## config.mk

```make
export PLATFORM = sky130hd
export DESIGN_NAME = mem_access_ctrl
export DESIGN_NICKNAME = d
export VERILOG_FILES = /design/src/rtl/mips_mem_pkg.sv /design/src/rtl/mem_access_ctrl.sv
export SDC_FILE = /design/constraint.sdc
export NUM_CORES = 1
export LEC_CHECK = 0
export CORE_ASPECT_RATIO = 0.9
export CORE_MARGIN = 5
export CORE_UTILIZATION = 36
export DETAILED_ROUTE_END_ITERATION = 10
export GPL_TIMING_DRIVEN = 0
export HOLD_SLACK_MARGIN = 0.1
export PLACE_DENSITY = 0.81
export SYNTH_ARGS = -nofsm -noshare
export SYNTH_HDL_FRONTEND = slang
export SYNTH_SLANG_ARGS = --single-unit
export TNS_END_PERCENT = 10
```

## constraint.sdc

```tcl
create_clock -name clk -period 2.1 [get_ports clk]
set_clock_uncertainty 0.15 [all_clocks]
set_input_delay 0.315 -clock clk [delete_from_list [all_inputs] [get_ports clk]]
set_output_delay 0.315 -clock clk [all_outputs]
set_load 0.03 [all_outputs]
```

## src/rtl/mips_mem_pkg.sv

```systemverilog
// Shared types for the memory access controller:
// op codes, FSM states, request bundle, range check.
package mips_mem_pkg;

  typedef enum logic [1:0] {
    OP_FETCH = 2'b00,
    OP_LOAD  = 2'b01,
    OP_STORE = 2'b10,
    OP_RSVD  = 2'b11
  } op_e;

  typedef enum logic [1:0] {
    S_IDLE   = 2'b00,
    S_ACCESS = 2'b01,
    S_RESP   = 2'b10
  } state_e;

  localparam int DATA_WORDS_DEF  = 32;
  localparam int INSTR_WORDS_DEF = 33;
  localparam int CNT_W           = 4;

  typedef struct packed {
    op_e         op;
    logic [31:0] addr;
    logic [31:0] wdata;
  } req_t;

  // A request is rejected when misaligned, reserved,
  // or when its word index falls past the target memory.
  function automatic logic req_bad(
    input op_e         op,
    input logic [31:0] addr,
    input int unsigned dwords,
    input int unsigned iwords
  );
    logic [31:0] idx;
    logic [31:0] lim;
    idx = {2'b00, addr[31:2]};
    lim = (op == OP_FETCH) ? iwords : dwords;
    return (addr[1:0] != 2'b00)
        || (op == OP_RSVD)
        || (idx >= lim);
  endfunction

endpackage

```

## src/rtl/mem_access_ctrl.sv

```systemverilog
// Core-side request/response controller for split
// instruction/data memory with a fixed read wait.
module mem_access_ctrl
  import mips_mem_pkg::*;
#(
  parameter int RD_WAIT     = 1,
  parameter int DATA_WORDS  = DATA_WORDS_DEF,
  parameter int INSTR_WORDS = INSTR_WORDS_DEF
) (
  input  logic        clk,
  input  logic        rst_n,
  input  logic        req_valid,
  output logic        req_ready,
  input  logic [1:0]  req_op,
  input  logic [31:0] req_addr,
  input  logic [31:0] req_wdata,
  output logic        rsp_valid,
  input  logic        rsp_ready,
  output logic        rsp_err,
  output logic [31:0] ir,
  output logic [31:0] mdr,
  output logic [31:0] mem_a,
  output logic [31:0] mem_wd,
  output logic        mem_we,
  output logic        mem_re,
  input  logic [31:0] mem_rd
);

  localparam logic [CNT_W-1:0] CNT_INIT =
    CNT_W'(RD_WAIT - 1);

  state_e           state;
  req_t             r;
  logic [CNT_W-1:0] cnt;

  op_e  op_in;
  logic bad;
  logic hs_req;
  logic hs_rsp;
  logic in_acc;

  assign op_in  = op_e'(req_op);
  assign bad    = req_bad(op_in, req_addr,
                          DATA_WORDS, INSTR_WORDS);
  assign hs_req = req_valid && req_ready;
  assign hs_rsp = rsp_valid && rsp_ready;

  // Memory strobes come straight from the latched
  // request, so they vanish the moment state resets.
  assign in_acc = (state == S_ACCESS)
               && (r.addr[1:0] == 2'b00);
  assign mem_a  = in_acc ? {2'b00, r.addr[31:2]} : '0;
  assign mem_we = in_acc && (r.op == OP_STORE);
  assign mem_wd = mem_we ? r.wdata : '0;
  assign mem_re = in_acc && (r.op == OP_LOAD);

  // Request FSM with wait counter and result registers.
  always_ff @(posedge clk or negedge rst_n) begin
    if (!rst_n) begin
      state     <= S_IDLE;
      r         <= '0;
      cnt       <= '0;
      req_ready <= 1'b0;
      rsp_valid <= 1'b0;
      rsp_err   <= 1'b0;
      ir        <= '0;
      mdr       <= '0;
    end else begin
      unique case (state)
        S_IDLE: begin
          req_ready <= 1'b1;
          if (hs_req) begin
            req_ready <= 1'b0;
            r.op      <= op_in;
            r.addr    <= req_addr;
            r.wdata   <= req_wdata;
            rsp_err   <= bad;
            if (bad) begin
              state     <= S_RESP;
              rsp_valid <= 1'b1;
            end else begin
              state <= S_ACCESS;
              cnt   <= CNT_INIT;
            end
          end
        end
        S_ACCESS: begin
          if (r.op == OP_STORE || cnt == '0) begin
            if (r.op == OP_FETCH) begin
              ir <= mem_rd;
            end else if (r.op == OP_LOAD) begin
              mdr <= mem_rd;
            end
            state     <= S_RESP;
            rsp_valid <= 1'b1;
          end else begin
            cnt <= cnt - 1'b1;
          end
        end
        S_RESP: begin
          if (hs_rsp) begin
            state     <= S_IDLE;
            rsp_valid <= 1'b0;
            req_ready <= 1'b1;
          end
        end
        default: begin
          state     <= S_IDLE;
          rsp_valid <= 1'b0;
          req_ready <= 1'b0;
        end
      endcase
    end
  end

endmodule

```

==> summary.txt <==
Yosys
  • Ys Warns: 0
  • Seq/Total Area, Yosys: 57.5%
  • Post-Syn Area: a little over 6000 µm²
  • Post-synth cell types: 42
  • #FFs+latches synth: approximately 140
  • Syn Area/Cell: 14.3 µm²
  • Post-synth ARST share: between 90% and 100%
  • Post-synth EDFFs: 0
  • Post-synth top flop: dfrtp_1
  • Post-Syn Instances: between 400 and 500

Timing
  • Worst hold margin: about 0.24 ns
  • RSZ-0062 raised after global routing: yes
  • Max Fclk: about 0.4 GHz
  • Hold Vio Cnt, Final: 0
  • Final Cycle Share: 120%
  • Max Slew Vio Count: 0
  • Slew headroom: about 64%
  • Endpoints failing setup: about 130
  • Min Clock Period, post-route: ~2.5 ns
  • Final setup margin: -0.411 ns
  • Setup TNS: -34.37 ns
  • Tightest Pin Transition: about 0.54 ns

Drt
  • Drt via density: 4.82
  • DR WL/cell: roughly 18 µm
  • Total Wirelength: 16.0 mm
  • Routed via count: ~4.4k
  • Final ANT Viol Nets: 0
  • Final routed DRC violation total: 0
  • DRT iter0 DRCs: about 160
  • DRT Pass-1 Iters: 4

Min path
  • Worst Hold Class: primary input to flip-flop

Layout
  • Commonest non-fill, non-tap cell in the layout: clkdlybuf4s50_1
  • Fin nets: between 700 and 800
  • Antenna Cells: 0
  • Most frequent cells in the layout: clkdlybuf4s50_1, dfrtp_1, mux2_2
  • Layout cell share with drive strength beyond 1: 42.4%
  • P&R area growth vs syn: 58.0%

Clock tree
  • Root Buffer: clkbuf_16
  • Worst-path clk slew: roughly 0.060 ns
  • H-tree levels: 4
  • TritonCTS clock tree: done
  • Clk sinks: roughly 140
  • CTS Buf Count: 17
  • CTS max path bufs: 2
  • Skew-Pair Late Insertion Delay: 0.41 ns

Run
  • Max_cap viols: 0

Global route
  • Initial antenna violation count: 0
  • Global Route Usage Sum: 16.4%
  • Pin count of the biggest net entering global routing: between 80 and 90
  • Vias in the first global route: approximately 4.9k
  • First-pass GRT wire length: 25.8 mm
  • GRT Residual Overflow: 0

Floorplan
  • Die width: approximately 150 µm
  • Die area: 19500 µm²
  • Ports: approximately 240
  • Die Ht: between 100 and 150 µm
  • Rows: 45
  • Initial core utilization: a little over a third
  • CORE AREA: 16700 µm²

Setup path
  • Critical Path Sink Type: output pin
  • Data required time of the worst path: about 1.6 ns
  • Crit-path max FO: 5
  • Flop-to-flop setup slack: -0.33 ns
  • Crit path kind: flip-flop to output pin
  • Startpoint types: flip-flop
  • Critical Path AT: just over 2 ns

Place
  • HPWL after DPL: around 12 mm
  • Global placement routability congestion: between 0.8 and 0.9
  • IO Port Bufs: 232

Pwr
  • PwrDens: slightly below 1000 nW/µm²
  • Maximum VDD drop: approximately 0.57 mV
  • Static leakage: 4.20 nW

Status
  • Failing checks: negative setup slack
  • Status: finished, violations left
-- per-stage QoR --
| stage | worst slack (ns) | cell area [µm²] | power, mW | std cells | util [%] |
|---|---|---|---|---|---|
| 2_1_floorplan | -0.209 | 6070 | 5.43 | 423 | - |
| 3_3_place_gp | -4.72 | 8660 | 6.20 | 866 | 52.0 |
| 3_5_place_dp | -1.09 | 8690 | 6.38 | 867 | 52.1 |
| 4_1_cts | -0.526 | 9440 | 9.30 | 904 | 56.6 |
| 5_1_grt | -0.466 | 9550 | 9.83 | 911 | 57.3 |
| 6_report | -0.411 | 9550 | 9.32 | 911 | 57.3 |
-- power by group --
group | switching, mW | internal [mW] | total (mW)
registers | 0.454 | 3.48 | 3.94
clock network | 1.07 | 1.70 | 2.77
logic | 1.16 | 1.46 | 2.61
-- cell usage after synthesis (all sizes together), types with 2 or more instances --
cell type  count  area, µm²
nor3           2       10.0
a21oi          2       10.0
a211oi         3       22.5
and2          62        388
nand2b         3       18.8
or3b           2       20.0
nand3          2       10.0
mux2         130       1580
clkbuf         7       26.3
o21ai          4       20.0
o211ai         2       15.0
nor4           7       43.8
nor2           8       30.0
nand2          7       26.3
or4b           2       23.8
ha             3       37.5
dfrtp        139       3480
o221ai         2       17.5
buf           18        156
inv            3       11.3
-- state kept, by name, indices dropped and copies added (netlist names) --
register / cells
rsp_valid: 1
rsp_err: 1
state: 2
req_ready: 1
mdr: 32
r: 66
ir: 32
cnt: 4
-- area by class of cell --
type                    instances  area, µm²
clock buffers                  22        474
well taps                     211        264
plain buffers                  25        254
clock inverters                 8       70.1
multi-input cells             257       2510
inverters                       3       11.3
flip-flops and latches        139       3480
fillers                      1343       7110
repair buffers                246       2490
-- timing repair --
item                                    in CTS  in global routing
resized for setup                          406                 20
pin swaps                                   23                  7
hold endpoints to repair                    57                  1
gates cloned                                 4                  0
hold buffers                                 1                  1
endpoints found under the setup margin     201                184
buffers inserted                             2                  6
-- metal layers --
metal / global-route usage (%) / up-vias / wire length [µm]
met1: 19.4 / 2186 / 6720
li1: - / 1997 / -
met5: 0 / - / 0
met2: 27.4 / 185 / 7840
met4: 4.96 / 0 / 254
met3: 6.58 / 27 / 1220
-- worst max-delay path, cell delays in order (launching register included) --
cell,delay (ns)
dfrtp_2,0.41
nand2b_4,0.17
or3_4,0.38
nor2_4,0.17
buf_12,0.14
buf_8,0.10
and2_4,0.13
buf_6,0.12
-- cells by family after synthesis --
group / count (synthesis) / synth area share (%)
muxes: 130 / 26.1
DFF: 139 / 57.5
adders and majority gates: 3 / 0.621
buffers and inverters: 28 / 3.21
AOI/OAI and AO/OA: 17 / 1.97
and+or+nand+nor: 104 / 10.6
other: 1 / 0.0620
-- worst paths after layout --
path,from,end,depth (start not counted)
worst max-delay path,state[1],mem_wd[22],7
max in group asynchronous,rst_n,state[0],3
min in group asynchronous,rst_n,mdr[8],2
worst max register to register,cnt[0],mdr[23],7
worst min register to register,r[55],r[55],1
worst min-delay path,req_op[0],r[64],2
(Power assumes the default switching activity.)
